## src/rtl/interrupt_controller_pkg.sv

```systemverilog
// Shared definitions for the interrupt controller: FSM states, IRQ count, vector layout.
// The controller's synchronizer depth is chosen by macro INT_CTRL_SYNC_EN (see interrupt_controller.sv).
package pa_microcode;

  typedef enum logic [1:0] {
    IDLE    = 2'd0,
    PENDING = 2'd1,
    ACKED   = 2'd2
  } irq_state_t;

  localparam int IRQ_COUNT = 8;
  localparam int IDX_W     = 3;
  localparam int BASE_W    = 4;

  // int_vector = {base, idx, 1'b0}
  localparam int VEC_BASE_LSB = 4;
  localparam int VEC_IDX_LSB  = 1;

  function automatic logic [7:0] make_vector(input logic [BASE_W-1:0] base,
                                             input logic [IDX_W-1:0]  idx);
    logic [7:0] v;
    v = '0;
    v[VEC_BASE_LSB +: BASE_W] = base;
    v[VEC_IDX_LSB  +: IDX_W]  = idx;
    return v;
  endfunction

endpackage

```

## src/rtl/interrupt_controller_if.sv

```systemverilog
// Bus between the CPU sequencer/register file (master) and the interrupt controller (slave).
interface interrupt_controller_if;
  import pa_microcode::*;

  logic [IRQ_COUNT-1:0] irq_in;
  logic [7:0]           z_bus;
  logic                 ctrl_irq_masks_wrt;
  logic                 ctrl_int_vector_wrt;
  logic                 ctrl_int_ack;
  logic                 ctrl_clear_all_ints;
  logic                 irq_en;
  logic                 int_pending;
  logic [7:0]           int_vector;
  logic [IRQ_COUNT-1:0] irq_masks;
  logic [IRQ_COUNT-1:0] irq_status;

  modport master (
    output irq_in, z_bus, ctrl_irq_masks_wrt, ctrl_int_vector_wrt,
           ctrl_int_ack, ctrl_clear_all_ints, irq_en,
    input  int_pending, int_vector, irq_masks, irq_status
  );

  modport slave (
    input  irq_in, z_bus, ctrl_irq_masks_wrt, ctrl_int_vector_wrt,
           ctrl_int_ack, ctrl_clear_all_ints, irq_en,
    output int_pending, int_vector, irq_masks, irq_status
  );
endinterface

```

## src/rtl/interrupt_controller_priority.sv

```systemverilog
// Combinational fixed-priority encoder: returns the lowest set request index (bit 0 wins).
module irq_priority_encoder
  import pa_microcode::*;
(
  input  logic [IRQ_COUNT-1:0] req,
  output logic [IDX_W-1:0]     idx,
  output logic                 valid
);

  logic [IRQ_COUNT-1:0] grant;

  assign grant[0] = req[0];

  generate
    for (genvar gi = 1; gi < IRQ_COUNT; gi++) begin : g_grant
      assign grant[gi] = req[gi] & ~(|req[gi-1:0]);
    end
  endgenerate

  // grant is one-hot (or zero), so OR-ing the indices yields the winner
  always_comb begin
    idx = '0;
    for (int i = 0; i < IRQ_COUNT; i++) begin
      if (grant[i]) idx = idx | IDX_W'(i);
    end
  end

  assign valid = |req;

endmodule

```

## src/rtl/interrupt_controller.sv

```systemverilog
// Vectored interrupt controller: edge-latched pending bits, mask/base registers, ack FSM.
// Define INT_CTRL_SYNC_EN for a two-flop synchronizer per irq_in line (default: one stage).
module interrupt_controller
  import pa_microcode::*;
(
  input  logic                  clk,
  input  logic                  arst,
  interrupt_controller_if.slave bus
);

  logic [IRQ_COUNT-1:0] sync_reg;
  logic [IRQ_COUNT-1:0] hist_reg;
  logic [IRQ_COUNT-1:0] edge_det;
  logic [IRQ_COUNT-1:0] pending_reg, pending_next;
  logic [IRQ_COUNT-1:0] mask_reg;
  logic [BASE_W-1:0]    base_reg;
  logic [IRQ_COUNT-1:0] ack_clr;
  logic [IDX_W-1:0]     sel_idx;
  logic                 sel_valid;
  logic                 qualified;
  logic                 accept;
  irq_state_t           state_reg;
  logic                 int_pending_reg;
  logic [7:0]           int_vector_reg;

`ifdef INT_CTRL_SYNC_EN
  logic [IRQ_COUNT-1:0] meta_reg;

  always_ff @(posedge clk) begin
    if (arst) begin
      meta_reg <= '0;
      sync_reg <= '0;
    end else begin
      meta_reg <= bus.irq_in;
      sync_reg <= meta_reg;
    end
  end
`else
  always_ff @(posedge clk) begin
    if (arst) sync_reg <= '0;
    else      sync_reg <= bus.irq_in;
  end
`endif

  // History resets to 0 so a line already high at reset release counts as one edge
  always_ff @(posedge clk) begin
    if (arst) hist_reg <= '0;
    else      hist_reg <= sync_reg;
  end

  assign edge_det = sync_reg & ~hist_reg;

  irq_priority_encoder u_prio (
    .req   (pending_reg & mask_reg),
    .idx   (sel_idx),
    .valid (sel_valid)
  );

  assign qualified = bus.irq_en & sel_valid;
  assign accept    = (state_reg == PENDING) & qualified & bus.ctrl_int_ack;
  assign ack_clr   = accept ? (IRQ_COUNT'(1) << sel_idx) : '0;

  // clear_all beats a new edge; a new edge beats the ack-clear of its own bit
  generate
    for (genvar gi = 0; gi < IRQ_COUNT; gi++) begin : g_pending
      assign pending_next[gi] = ~bus.ctrl_clear_all_ints &
                                (edge_det[gi] | (pending_reg[gi] & ~ack_clr[gi]));
    end
  endgenerate

  always_ff @(posedge clk) begin
    if (arst) begin
      pending_reg <= '0;
      mask_reg    <= '0;
      base_reg    <= '0;
    end else begin
      pending_reg <= pending_next;
      if (bus.ctrl_irq_masks_wrt)  mask_reg <= bus.z_bus;
      if (bus.ctrl_int_vector_wrt) base_reg <= bus.z_bus[7:4];
    end
  end

  always_ff @(posedge clk) begin
    if (arst) begin
      state_reg       <= IDLE;
      int_pending_reg <= 1'b0;
      int_vector_reg  <= '0;
    end else begin
      case (state_reg)
        IDLE: begin
          if (qualified) begin
            state_reg       <= PENDING;
            int_pending_reg <= 1'b1;
          end
        end
        PENDING: begin
          if (!qualified) begin
            state_reg       <= IDLE;
            int_pending_reg <= 1'b0;
          end else if (bus.ctrl_int_ack) begin
            int_vector_reg  <= make_vector(base_reg, sel_idx);
            state_reg       <= ACKED;
            int_pending_reg <= 1'b0;
          end
        end
        ACKED: begin
          state_reg       <= IDLE;
          int_pending_reg <= 1'b0;
        end
        default: begin
          state_reg       <= IDLE;
          int_pending_reg <= 1'b0;
        end
      endcase
    end
  end

  assign bus.int_pending = int_pending_reg;
  assign bus.int_vector  = int_vector_reg;
  assign bus.irq_masks   = mask_reg;
  assign bus.irq_status  = pending_reg;

endmodule

```

## src/flat_wrapper.sv

```systemverilog
// flat-port wrapper written by rule: the top's interface ports become plain ports
module interrupt_controller_flat import pa_microcode::*;
  (clk, arst, bus_irq_in, bus_z_bus, bus_ctrl_irq_masks_wrt, bus_ctrl_int_vector_wrt, bus_ctrl_int_ack, bus_ctrl_clear_all_ints, bus_irq_en, bus_int_pending, bus_int_vector, bus_irq_masks, bus_irq_status);
  interrupt_controller_if bus_i ();
  input  logic clk;
  input  logic arst;
  input wire logic [$bits(bus_i.irq_in)-1:0] bus_irq_in;
  input wire logic [$bits(bus_i.z_bus)-1:0] bus_z_bus;
  input wire logic [$bits(bus_i.ctrl_irq_masks_wrt)-1:0] bus_ctrl_irq_masks_wrt;
  input wire logic [$bits(bus_i.ctrl_int_vector_wrt)-1:0] bus_ctrl_int_vector_wrt;
  input wire logic [$bits(bus_i.ctrl_int_ack)-1:0] bus_ctrl_int_ack;
  input wire logic [$bits(bus_i.ctrl_clear_all_ints)-1:0] bus_ctrl_clear_all_ints;
  input wire logic [$bits(bus_i.irq_en)-1:0] bus_irq_en;
  output wire logic [$bits(bus_i.int_pending)-1:0] bus_int_pending;
  output wire logic [$bits(bus_i.int_vector)-1:0] bus_int_vector;
  output wire logic [$bits(bus_i.irq_masks)-1:0] bus_irq_masks;
  output wire logic [$bits(bus_i.irq_status)-1:0] bus_irq_status;
  assign bus_i.irq_in = bus_irq_in;
  assign bus_i.z_bus = bus_z_bus;
  assign bus_i.ctrl_irq_masks_wrt = bus_ctrl_irq_masks_wrt;
  assign bus_i.ctrl_int_vector_wrt = bus_ctrl_int_vector_wrt;
  assign bus_i.ctrl_int_ack = bus_ctrl_int_ack;
  assign bus_i.ctrl_clear_all_ints = bus_ctrl_clear_all_ints;
  assign bus_i.irq_en = bus_irq_en;
  assign bus_int_pending = bus_i.int_pending;
  assign bus_int_vector = bus_i.int_vector;
  assign bus_irq_masks = bus_i.irq_masks;
  assign bus_irq_status = bus_i.irq_status;
  interrupt_controller u_core (.clk(clk), .arst(arst), .bus(bus_i));
endmodule
```

## config.mk

```make
export PLATFORM = sky130hd
export DESIGN_NAME = interrupt_controller_flat
export DESIGN_NICKNAME = d
export VERILOG_FILES = /design/src/rtl/interrupt_controller_pkg.sv /design/src/rtl/interrupt_controller_if.sv /design/src/rtl/interrupt_controller_priority.sv /design/src/rtl/interrupt_controller.sv /design/src/flat_wrapper.sv
export SDC_FILE = /design/constraint.sdc
export NUM_CORES = 1
export LEC_CHECK = 0
export CAP_MARGIN = 10
export CORE_MARGIN = 2
export CORE_UTILIZATION = 47
export DETAILED_ROUTE_END_ITERATION = 8
export PLACE_DENSITY = 0.87
export REMOVE_ABC_BUFFERS = 1
export SLEW_MARGIN = 20
export SYNTH_ARGS = -nofsm -noshare
export SYNTH_HDL_FRONTEND = slang
export SYNTH_HIERARCHICAL = 1
export SYNTH_SLANG_ARGS = --single-unit
```

## constraint.sdc

```tcl
create_clock -name clk -period 2.2 [get_ports clk]
set_clock_uncertainty 0.05 [all_clocks]
set_input_delay 0.44 -clock clk [delete_from_list [all_inputs] [get_ports clk]]
set_output_delay 0.44 -clock clk [all_outputs]
set_load 0.05 [all_outputs]
```

# Yosys cells after proc, flatten, opt, wreduce, memory -nomap -nowiden
# Cells that the tools add are included.
[word_totals]
output_inout_bits = 25
reg_bits = 46
wordCells = 91
inputBits = 23
[classes]
muxes = 16
eq_ne = 3
n_shift = 1
n_reduce_logical = 10
bitwise = 53
[op_table]
columns = ["cell", "count"]
rows = [
  ["$and 1x1->1", 26],
  ["$and 8x8->8", 2],
  ["$not 1->1", 16],
  ["$mux 3", 4],
  ["$mux 2", 5],
  ["$mux 8", 1],
  ["$not 8->8", 1],
  ["$or 1x1->1", 8],
  ["$reduce_or 8->1", 1],
  ["$shl 1x3->8 const A", 1],
  ["$reduce_or 7->1", 1],
  ["$reduce_or 6->1", 1],
  ["$reduce_or 5->1", 1],
  ["$mux 1", 4],
  ["$pmux 2 s2", 1],
  ["$reduce_or 4->1", 1],
  ["$ne 3x3->1 const B", 1],
  ["$reduce_and 3->1", 1],
  ["$reduce_or 3->1", 1],
  ["$eq 2x1->1 const B", 1],
  ["$logic_not 2->1", 1],
  ["$ne 2x1->1 const B", 1],
  ["$pmux 1 s2", 1],
  ["$reduce_and 2->1", 1],
  ["$reduce_or 2->1", 1],
]

# Depth between registers and ports, before layout
# Gate-level depths: netlist (run 1).
[depth]
word_depth = 16
ltp_mapped = 7
depth_no_buf = 7

# Hierarchy
# The synthesis (run 1) kept the hierarchy.
[modules_own_cells]
columns = ["mod", "seq_area_each_um2", "cells_each", "n_inst", "area_per_inst_um2"]
rows = [
  ["interrupt_controller", 920.9, 167, 1, 1730.4],
  ["irq_priority_encoder", 0.0, 14, 1, 81.3],
]

# Worst setup path before layout (run 1)
# OpenSTA, ideal clock, no wires.
[synth_path]
path_kind = "reg-to-reg"
startpoint = "register u_core.mask_reg[7] (netlist: u_core/bus.irq_masks[7])"
endpoint = "register u_core.pending_reg[3] (netlist: u_core/bus.irq_status[3])"
required_time_ps = 2022
stages_incl_launch_ff = 7
setup_slack_ps = -38
synth_period_minus_slack_ps = 2238
n_path_buf = 0
setup_time_ps = 128
arrival_ps = 2060
path_cell_list = "dfxtp_1 > and2_1 > a21oi_1 > o41ai_1 > inv_1 > o41ai_2 > a21oi_1"
[synth_via]
elab_cells_between_ends = 13
classes_between = "shift (1); mux (2); bitwise (9); reduce/logical (1)"
[synth_lines]
columns = ["element", "line", "text"]
rows = [
  ["from (decl)", "interrupt_controller.sv:15", "logic [IRQ_COUNT-1:0] mask_reg;"],
  ["from (signal assigned)", "interrupt_controller.sv:78", "if (bus.ctrl_irq_masks_wrt) mask_reg <= bus.z_bus;"],
  ["$and 8x8->8", "interrupt_controller.sv:54", ".req (pending_reg & mask_reg),"],
  ["$and 1x1->1", "interrupt_controller_priority.sv:16", "assign grant[gi] = req[gi] & ~(|req[gi-1:0]);"],
  ["$mux 3", "interrupt_controller_priority.sv:24", "if (grant[i]) idx = idx | IDX_W'(i);"],
  ["net u_core.sel_idx[0]", "interrupt_controller.sv:18", "logic [IDX_W-1:0] sel_idx;"],
  ["$shl 1x3->8", "interrupt_controller.sv:61", "assign ack_clr = accept ? (IRQ_COUNT'(1) << sel_idx) : '0;"],
  ["$mux 8", "interrupt_controller.sv:61", ""],
  ["$not 1->1", "interrupt_controller.sv:67", "(edge_det[gi] | (pending_reg[gi] & ~ack_clr[gi]));"],
  ["$and 1x1->1", "interrupt_controller.sv:67", ""],
  ["$or 1x1->1", "interrupt_controller.sv:67", ""],
  ["$and 1x1->1", "interrupt_controller.sv:66", "assign pending_next[gi] = ~bus.ctrl_clear_all_ints &"],
  ["to (signal assigned)", "interrupt_controller.sv:77", "pending_reg <= pending_next;"],
  ["to (decl)", "interrupt_controller.sv:14", "logic [IRQ_COUNT-1:0] pending_reg, pending_next;"],
]
# The timed path passes the listed nets, and every way through them passes these cells.
# A chain may end at the register's enable or synchronous reset.

# Worst setup path after layout (run 1)
[layout_path]
startpoint = "register u_core.pending_reg[0] (netlist: u_core/bus.irq_status[0])"
endpoint = "register u_core.pending_reg[4] (netlist: u_core/bus.irq_status[4])"
[layout_via]
elab_cells_between_ends = 38
classes_between = "shift (1); mux (8); bitwise (22); reduce/logical (7)"
[layout_lines]
columns = ["element", "line"]
rows = [
  ["$and 8x8->8 *", "interrupt_controller.sv:54"],
  ["$reduce_or 4->1", "interrupt_controller_priority.sv:16"],
  ["$not 1->1", "interrupt_controller_priority.sv:16"],
  ["$and 1x1->1", "interrupt_controller_priority.sv:16"],
  ["$mux 3 (3 in a row)", "interrupt_controller_priority.sv:24"],
  ["$mux 3 *", "interrupt_controller_priority.sv:24"],
  ["net u_core.sel_idx[2]", "interrupt_controller.sv:18"],
  ["$shl 1x3->8 *", "interrupt_controller.sv:61"],
  ["$mux 8 *", "interrupt_controller.sv:61"],
  ["$not 1->1 *", "interrupt_controller.sv:67"],
  ["$and 1x1->1 *", "interrupt_controller.sv:67"],
  ["$or 1x1->1 *", "interrupt_controller.sv:67"],
  ["$and 1x1->1 *", "interrupt_controller.sv:66"],
]
# Mark *: on every way through the listed nets, which the timed path passes. The rest lies on a longest branch.

==> results of run 1 <==
cell usage after synthesis (all sizes together) (4+ instances only):
master	instances
a21oi	10
buf	8
o41ai	7
nor2	16
mux2i	17
nor2b	20
dfxtp	46
nand2b	21
and2	8
o21ai	4
worst max-delay path: cells and delay by family, from the launching register on:
kind            cells  cell delay (ns)
simple gates        4             1.39
flops               1             0.33
compound gates      2             0.19
worst max-delay path by stage:
stage | start | endpoint | slack (ns)
after floorplan | u_core/bus.irq_masks[7] | u_core/bus.irq_status[3] | -0.03
after global placement | u_core/bus.irq_status[0] | u_core/bus.irq_status[4] | 0.24
final | u_core/bus.irq_status[0] | u_core/bus.irq_status[4] | 0.11
after global routing | u_core/bus.irq_status[0] | u_core/bus.irq_status[4] | 0.007
after detailed placement | u_core/bus.irq_status[0] | u_core/bus.irq_status[4] | 0.18
after CTS | u_core/bus.irq_status[0] | u_core/bus.irq_status[4] | 0.14
power by group:
part / leakage, nW / internal [mW] / switching, mW
clock: 0.0524 / 0.340 / 0.255
combinational: 0.471 / 0.0987 / 0.114
sequential: 0.377 / 0.865 / 0.0189
total: 0.901 / 1.30 / 0.388
cell families after synthesis:
| logic type | Yosys count |
|---|---|
| mux | 17 |
| flops | 46 |
| compound gates | 28 |
| buf+inv | 14 |
| simple gates | 75 |
| other cells | 1 |
stage by stage:
stage | hold slack [ns] | area [µm²] | cells
4_1_cts | 0.413 | 2410 | 277
3_5_place_dp | 0.404 | 2300 | 269
5_1_grt | 0.434 | 2410 | 277
2_1_floorplan | 0.389 | 1750 | 170
6_report | 0.412 | 2410 | 277
3_3_place_gp | 0.401 | 2300 | 269
layer usage:
metal	vias to the layer above	global-route usage	share of wire
met5	-	0	0
met4	0	0.0383	0.0084
met3	3	0.0562	0.050
met2	37	0.303	0.52
met1	629	0.207	0.42
li1	701	-	-
area by class of cell:
| type | count | area, µm² | share of cell area |
|---|---|---|---|
| Inverter | 3 | 11.3 | 0.00467 |
| Multi-Input combinational cell | 121 | 815 | 0.338 |
| Tap cell | 48 | 60.1 | 0.0249 |
| Clock inverter | 1 | 30.0 | 0.0125 |
| Clock buffer | 7 | 76.3 | 0.0317 |
| Timing Repair Buffer | 51 | 498 | 0.207 |
| Sequential cell | 46 | 921 | 0.382 |
==> impl_results.md, run 1 <==
- Detailed Route WL: 3570 µm
- Initial Util: 0.491
- Yosys warns: 6
- Antenna cells: 0
- CP Launch Type: flop
- Via-per-instance ratio: 4.95
- CP required: 2.33 ns
- Total I/O pin count: 48
- Setup_tns: 0 ns
- CP max FO: 6
- Fraction of registers with async set/reset: 0
- Fin crit share: 0.948
- Buffers on Ports: 46
- Die Y: 66.1 µm
- ANT nets after route: 0
- #FFs+latches synth: 46
- # setup viols final: 0
- Initial antenna violation count: 0
- Layout cells sized above 1: 0.0699
- Starting DRT DRC Count: 66
- Fmax: 479 MHz
- Global-route wire length before repair: 5800 µm
- Tot Pwr: 1.69 mW
- WHS Path Cells: 2
- Cell area after synthesis: 1810 µm²
- Yosys top cell by area: dfxtp_1
- Most frequent cells in the layout: clkdlybuf4s50_1, dfxtp_1, nand2b_1, nor2b_1, mux2i_1
- GR Overflow Total: 0
- Critical path's slowest cell: or4b_1
- Worst hold endpoint: u_core/bus.irq_status[6]
- Total GRT Usage: 0.174
- Fin crit period: 2.09 ns
- CTS Root Cell: clkbuf_8
- Setup bufs post-CTS: 0
- Avg Inst Size Synth: 10.0 µm²
- Nets: 251
- Synth top area cells: dfxtp_1, mux2i_1, nand2b_1, nor2b_1, nor2_1
- Wire length per cell: 12.9 µm
- Post-synthesis sequential area ratio: 0.508
- Hold_sp: u_core/sync_reg[6]
- DP Worst Slack: 0.177 ns
- Drt pass-1 iters: 4
- Post-CTS sizing: 0
- Post-synthesis adder-cell area fraction: 0
- Maximum root-to-sink buffer count: 2
- Cell Chain, Critical Path: and2_1 > nor4_2 > nor2b_1 > or4b_1 > o21ai_1 > a21oi_1
- R2R setup slack: 0.11 ns
- Max-Cap Viols: 0
- Largest stage delay, worst path: 0.47 ns
- R2R depth: 6
- DRC: 0
- Site row count: 22
- Status: completed
- Hold Vio Cnt, Final: 0
- Synth unique cells: 31
- Largest net degree at the start of global routing: 25
- Area of the core: 3690 µm²
- Post-Synth Simple-Gate Area: 0.247
- Clock sink total: 46
- CTS Buf Count: 5
- Cts hold-fix bufs: 0
- Largest family of logic cells by synthesized area: simple AND/OR/NAND/NOR gates
- Worst r2r src: u_core/bus.irq_status[0]
- Vias in the first global route: 1,265
- Mapped Cells: 181
- Worst Path Class, Setup: reg -> reg
- FILL cells: 299
- Layout area overhead: 33.1%
- Clk_lat worst skew: 0.29 ns
- RR Endpoint: u_core/bus.irq_status[4]
- Mux contribution to synthesized area: 0.0939
- Vias: 1,370
- Worst setup EP type: flop
- LEAKAGE: 0.901 nW
- Final GP Congestion: 0.841
- Post-synth EDFFs: 0
- Final core utilization: 0.654
- Max-slew violations: 0
- Least-Margin Pin Slew: 0.550 ns
- RSZ-0062 raised after global routing: no
- Clk slew on worst S/H paths: 0.07 ns
- Hold WC Path Type: reg -> reg
- Synth Area in Compound Gates: 0.106
- Top cell type's share of synthesized area: 0.508
- Power Dens Cells: 702 nW/µm²
- XOR/XNOR Fraction of Synth Area: 0
- Setup ws final: 0.114 ns
- Die area: 4370 µm²
- Die width: 66.1 µm
- Peak VDD IR: 0.547 mV
- Final HPWL DP: 2700 µm
- Max_slew headroom: 0.629
- CTS tree: built
- Synth Flop Type: dfxtp_1
- Arrival @ worst endpoint: 2.22 ns
- H-tree depth: 2
(Power assumes the default switching activity.)
==> inputs of run 2 (changes only) <==
--- a/config.mk
+++ b/config.mk
@@ -9,6 +9,7 @@
 export CORE_MARGIN = 2
 export CORE_UTILIZATION = 47
 export DETAILED_ROUTE_END_ITERATION = 8
+export MAX_ROUTING_LAYER = met4
 export PLACE_DENSITY = 0.87
 export REMOVE_ABC_BUFFERS = 1
 export SLEW_MARGIN = 20
@@ -16,3 +17,4 @@
 export SYNTH_HDL_FRONTEND = slang
 export SYNTH_HIERARCHICAL = 1
 export SYNTH_SLANG_ARGS = --single-unit
+export TNS_END_PERCENT = 30
==> run 2 against run 1 <==
  * Sequential cell count unchanged
  * First-iteration DRC count increased by 36%
  * Sequential power barely moved
  * Final cell count is the same
  * Worst setup slack worse by 0.0013 ns
  * Sequential share of layout area is the same
  * Wire length is the same
  * Count of clock-buffer cells in the layout stayed put
  * Final area stayed put
  * Total power barely moved
  * Die area unchanged
  * Combinational power is essentially flat
  * Critical path type unchanged
  * Largest power group unchanged
  * Highest routed layer unchanged
==> impl_results.md, run 2 (same netlist as run 1, synthesis figures left out) <==
- Status: completed
- Die Y: 66.1 µm (unchanged)
- Setup_tns: 0 ns (unchanged)
- Die area: 4370 µm² (unchanged)
- R2R setup slack: 0.11 ns (about the same)
- Final HPWL DP: 2700 µm (unchanged)
- Max-Cap Viols: 0 (unchanged)
- Largest net degree at the start of global routing: 25 (unchanged)
- Arrival @ worst endpoint: 2.22 ns (about the same)
- Drt pass-1 iters: 5 (+1)
- Fin crit period: 2.09 ns (+0.00126 ns)
- CP Launch Type: flop
- Max-slew violations: 0 (unchanged)
- Final core utilization: 0.654 (unchanged)
- FILL cells: 299 (unchanged)
- Setup bufs post-CTS: 0 (unchanged)
- Wire length per cell: 12.9 µm (unchanged)
- Initial Util: 0.491 (unchanged)
- Vias: 1,372 (+0.15%)
- CP max FO: 6 (unchanged)
- Sequential power share: 0.522 (about the same)
- Nets: 251 (unchanged)
- RSZ-0062 raised after global routing: no
- Switching part of the total: 0.230 (about the same)
- Hold Vio Cnt, Final: 0 (unchanged)
- FF/Latch Area: 921 µm² (unchanged)
- Max_slew headroom: 0.637 (+0.00870)
- Power Dens Cells: 702 nW/µm² (about the same)
- Final GP Congestion: 0.854 (+1.6%)
- Worst setup EP type: flop
- DRC: 0 (unchanged)
- Tot Pwr: 1.69 mW (about the same)
- Buffers on Ports: 46 (unchanged)
- CP required: 2.33 ns (about the same)
- Clock Power Share: 0.352 (about the same)
- Fmax: 479 MHz (about the same)
- Internal: 1.30 mW (about the same)
- Die width: 66.1 µm (unchanged)
- H-tree depth: 2 (unchanged)
- Multi-input logic area: 815 µm² (unchanged)
- GR Util met2: 0.299 (-0.00375)
- Clk slew on worst S/H paths: 0.07 ns (about the same)
- Hold WC Path Type: reg -> reg
- Fin crit share: 0.949 (about the same)
- Worst Path Class, Setup: reg -> reg
- P_sw: 0.388 mW (about the same)
- Clk_lat worst skew: 0.29 ns (about the same)
- Via-per-instance ratio: 4.95 (+0.15%)
- Total GRT Usage: 0.178 (+0.00461)
- Total I/O pin count: 48 (unchanged)
- Clock sink total: 46 (unchanged)
- DP Area: 2300 µm² (unchanged)
- Starting DRT DRC Count: 90 (+36%)
- Post-CTS sizing: 0 (unchanged)
- CTS tree: built
- Met3 Track Usage GR: 0.0562 (unchanged)
- Layout area overhead: 33.1% (unchanged)
- Vias in the first global route: 1,258 (-0.55%)
- Post-layout instance area: 2410 µm² (unchanged)
- LEAKAGE: 0.901 nW (unchanged)
- Site row count: 22 (unchanged)
- Comb pwr share: 0.126 (about the same)
- Busiest grt layer: met2
- Least-Margin Pin Slew: 0.537 ns (-0.0129 ns)
- Most frequent cells in the layout: clkdlybuf4s50_1, dfxtp_1, nand2b_1, nor2b_1, mux2i_1
- Initial antenna violation count: 0 (unchanged)
- # setup viols final: 0 (unchanged)
- Antenna cells: 0 (unchanged)
- Peak VDD IR: 0.546 mV (-0.10%)
- CTS Buf Count: 5 (unchanged)
- Cts hold-fix bufs: 0 (unchanged)
- CTS Root Cell: clkbuf_8
- ANT nets after route: 0 (unchanged)
- Area of the core: 3690 µm² (unchanged)
- Hold WS: 0.412 ns (+0.0000910 ns)
- Layout cells sized above 1: 0.0699 (unchanged)
- GRT met1 Usage: 0.211 (+0.00322)
- Maximum root-to-sink buffer count: 2 (unchanged)
- Global-route wire length before repair: 5800 µm (unchanged)
- Detailed Route WL: 3570 µm (unchanged)
- GR Overflow Total: 0 (unchanged)
==> run 2: cell counts in the layout (fill, tap and decap cells not counted) <==
No cell type changed its count.
==> run 2: final timing paths <==
check,start,end,cells after the start
worst min register to register,u_core/sync_reg[6],u_core/bus.irq_status[6],2
worst max register to register,u_core/bus.irq_status[0],u_core/bus.irq_status[4],6
worst max-delay path,u_core/bus.irq_status[0],u_core/bus.irq_status[4],6
worst min-delay path,u_core/sync_reg[6],u_core/bus.irq_status[6],2
==> run 2: final cells by class <==
class	count	area share
Inverter	3	0.00467
Sequential cell	46	0.382
Clock buffer	7	0.0317
Clock inverter	1	0.0125
Timing Repair Buffer	51	0.207
Tap cell	48	0.0249
Multi-Input combinational cell	121	0.338
==> run 2: per-stage QoR <==
step / cells / worst slack [ns]
2_1_floorplan: 170 / -0.0341
3_3_place_gp: 269 / 0.236
3_5_place_dp: 269 / 0.177
4_1_cts: 277 / 0.143
5_1_grt: 277 / 0.00735
6_report: 277 / 0.113
==> run 2: critical path, stage by stage, from the launching register on <==
cell,delay (ns)
dfxtp_1,0.33
and2_1,0.22
nor4_2,0.32
nor2b_1,0.39
or4b_1,0.47
o21ai_1,0.13
a21oi_1,0.08
==> run 2: power by group through the flow <==
stage	registers, mW	logic [mW]	clock network [mW]
final	0.884	0.213	0.595
after global routing	0.888	0.227	0.648
after CTS	0.884	0.214	0.614
after detailed placement	0.903	0.213	0
after global placement	0.901	0.210	0
after floorplan	0.949	0.0615	0
==> run 2: layer usage <==
| metal | up-vias | share of wire |
|---|---|---|
| li1 | 701 | - |
| met1 | 632 | 0.42 |
| met2 | 36 | 0.52 |
| met3 | 3 | 0.049 |
| met4 | 0 | 0.0084 |
| met5 | - | 0 |
==> inputs of run 3 (changes only) <==
--- a/config.mk
+++ b/config.mk
@@ -7,10 +7,12 @@
 export LEC_CHECK = 0
 export CAP_MARGIN = 10
 export CORE_MARGIN = 2
-export CORE_UTILIZATION = 47
+export CORE_UTILIZATION = 50
+export CTS_BUF_LIST = sky130_fd_sc_hd__clkbuf_8
 export DETAILED_ROUTE_END_ITERATION = 8
+export HOLD_SLACK_MARGIN = 0.1
 export MAX_ROUTING_LAYER = met4
-export PLACE_DENSITY = 0.87
+export PLACE_DENSITY = 0.91
 export REMOVE_ABC_BUFFERS = 1
 export SLEW_MARGIN = 20
 export SYNTH_ARGS = -nofsm -noshare
==> run 3 against run 2 <==
  * Global-route usage up 1.3 points
  * Sequential power barely moved
  * Worst setup slack improved by 0.015 ns
  * Core utilization increased by 5.1 points
  * Clock power grew 3.5%
  * Register-to-register slack gained 0.02 ns
  * Non-clock buffer count fell by 2
  * Hold slack gained 0.0050 ns
  * Final area shrank 0.16%
==> impl_results.md, run 3 (same netlist as run 1, synthesis figures left out) <==
- Die Y: 64.2 µm (-2.9%)
- Buffers on Ports: 46 (unchanged)
- Nets: 249 (-0.80%)
- RSZ-0062 raised after global routing: no
- Clk_lat worst skew: 0.30 ns (about the same)
- Setup_tns: 0 ns (unchanged)
- Worst Path Class, Setup: reg -> reg
- Clock sink total: 46 (unchanged)
- Max-slew violations: 0 (unchanged)
- Die width: 64.2 µm (-2.9%)
- P_sw: 0.408 mW (+5.2%)
- Sequential power share: 0.516 (-0.006)
- Total GRT Usage: 0.192 (+0.0134)
- Hold Vio Cnt, Final: 0 (unchanged)
- Max_slew headroom: 0.646 (+0.00837)
- Maximum root-to-sink buffer count: 2 (unchanged)
- Arrival @ worst endpoint: 2.21 ns (about the same)
- Total I/O pin count: 48 (unchanged)
- Most frequent cells in the layout: clkdlybuf4s50_1, dfxtp_1, nand2b_1, nor2b_1, mux2i_1
- CP max FO: 6 (unchanged)
- Hold WC Path Type: reg -> reg
- Vias: 1,378 (+0.44%)
- Area of the core: 3420 µm² (-7.4%)
- CP Launch Type: flop
- Non-Filler Instances: 273 (-1.4%)
- Tot Pwr: 1.71 mW (+1.1%)
- Vias in the first global route: 1,351 (+7.4%)
- Fin crit period: 2.07 ns (-0.0153 ns)
- DP Area: 2290 µm² (-0.76%)
- Initial Util: 0.530 (+0.0392)
- Worst setup EP type: flop
- Initial antenna violation count: 0 (unchanged)
- ANT nets after route: 0 (unchanged)
- # setup viols final: 0 (unchanged)
- LEAKAGE: 0.905 nW (+0.43%)
- Clock Power Share: 0.360 (+0.008)
- Via-per-instance ratio: 5.05 (+1.9%)
- Site row count: 21 (-4.5%)
- Least-Margin Pin Slew: 0.525 ns (-0.0113 ns)
- Drt pass-1 iters: 4 (-1)
- Largest net degree at the start of global routing: 29 (+16%)
- DRC: 0 (unchanged)
- Clk slew on worst S/H paths: 0.08 ns (about the same)
- DP Worst Slack: 0.0893 ns (-0.0881 ns)
- Setup bufs post-CTS: 0 (unchanged)
- Global-route wire length before repair: 6000 µm (+3.5%)
- Layout cells sized above 1: 0.0749 (+0.00502)
- Fmax: 483 MHz (+0.74%)
- Setup ws final: 0.128 ns (+0.0153 ns)
- Max-Cap Viols: 0 (unchanged)
- Antenna cells: 0 (unchanged)
- Fin crit share: 0.942 (-0.00693)
- Detailed Route WL: 3480 µm (-2.7%)
- Cts hold-fix bufs: 0 (unchanged)
- Final GP Congestion: 0.850 (-0.40%)
- Starting DRT DRC Count: 62 (-31%)
- Peak VDD IR: 0.539 mV (-1.2%)
- Layout area overhead: 32.9%
- Comb pwr share: 0.124 (-0.002)
- Final HPWL DP: 2470 µm (-8.4%)
- Wire length per cell: 12.7 µm (-1.3%)
- Internal: 1.30 mW (-0.10%)
- GR Overflow Total: 0 (unchanged)
- Power Dens Cells: 711 nW/µm² (+1.3%)
- Placed Cells: 265 (-1.5%)
- CTS Root Cell: clkbuf_8
- Switching part of the total: 0.239 (+0.00922)
- CP required: 2.34 ns (about the same)
- CTS tree: built
- Status: completed
- Post-layout instance area: 2410 µm² (-0.16%)
- Die area: 4120 µm² (-5.6%)
- CTS Buf Count: 5 (unchanged)
- H-tree depth: 2 (unchanged)
-- run 3: cell types whose count changed in the layout (fill, tap and decap cells not counted) --
cell / delta
buf_4: -2
clkbuf_1: -2
clkinv_2: +1
inv_6: +1
o41ai_1: -1
o41ai_2: +1
-- run 3: cell type report --
type / instances / area (µm²)
multi-input combinational: 121 / 822
timing repair buffer: 49 / 483
clock inverter: 3 / 43.8
clock buffer: 5 / 68.8
tap: 46 / 57.6
inverter: 3 / 11.3
sequential: 46 / 921
fill: 268 / 1010
-- run 3: stage by stage --
stage	hold slack (ns)	utilization
floorplan	0.389	-
global placement	0.401	0.670
detailed placement	0.406	0.670
CTS	0.418	0.703
global route	0.439	0.705
finish	0.417	0.705
-- run 3: timing repair --
action,in CTS,in global routing
hold endpoints to repair,0,0
resized for setup,0,1
endpoints found under the setup margin,0,4
-- run 3: power groups by stage --
| stage | clock network [mW] | logic [mW] | registers, mW |
|---|---|---|---|
| 2_1_floorplan | 0 | 0.0615 | 0.949 |
| 3_3_place_gp | 0 | 0.207 | 0.901 |
| 3_5_place_dp | 0 | 0.210 | 0.902 |
| 4_1_cts | 0.630 | 0.212 | 0.883 |
| 5_1_grt | 0.667 | 0.226 | 0.889 |
| 6_report | 0.616 | 0.212 | 0.883 |
-- run 3: path summary, 6_finish.rpt --
path / slack, ns / end / startpoint / depth (start not counted)
setup / recovery: 0.13 / u_core/bus.irq_status[4] / u_core/bus.irq_status[0] / 6
hold reg to reg: 0.42 / u_core/bus.irq_status[3] / u_core/sync_reg[3] / 2
setup reg to reg: 0.13 / u_core/bus.irq_status[4] / u_core/bus.irq_status[0] / 6
hold / removal: 0.42 / u_core/bus.irq_status[3] / u_core/sync_reg[3] / 2
-- run 3: routing by layer --
metal,part of all wire,GRT usage,vias to the layer above,wire length [µm]
li1,-,-,698,-
met1,0.46,0.229,635,1580
met2,0.49,0.315,38,1690
met3,0.044,0.0423,7,152
met4,0.015,0.0745,0,52
met5,0,-,-,0
-- run 3: worst max-delay path, cell delays in order (launching register included) --
cell and delay (ns):
dfxtp_1 0.32, and2_1 0.22, nor4_2 0.30, nor2b_1 0.37, or4b_1 0.49, o21ai_1 0.15, a21oi_1 0.08
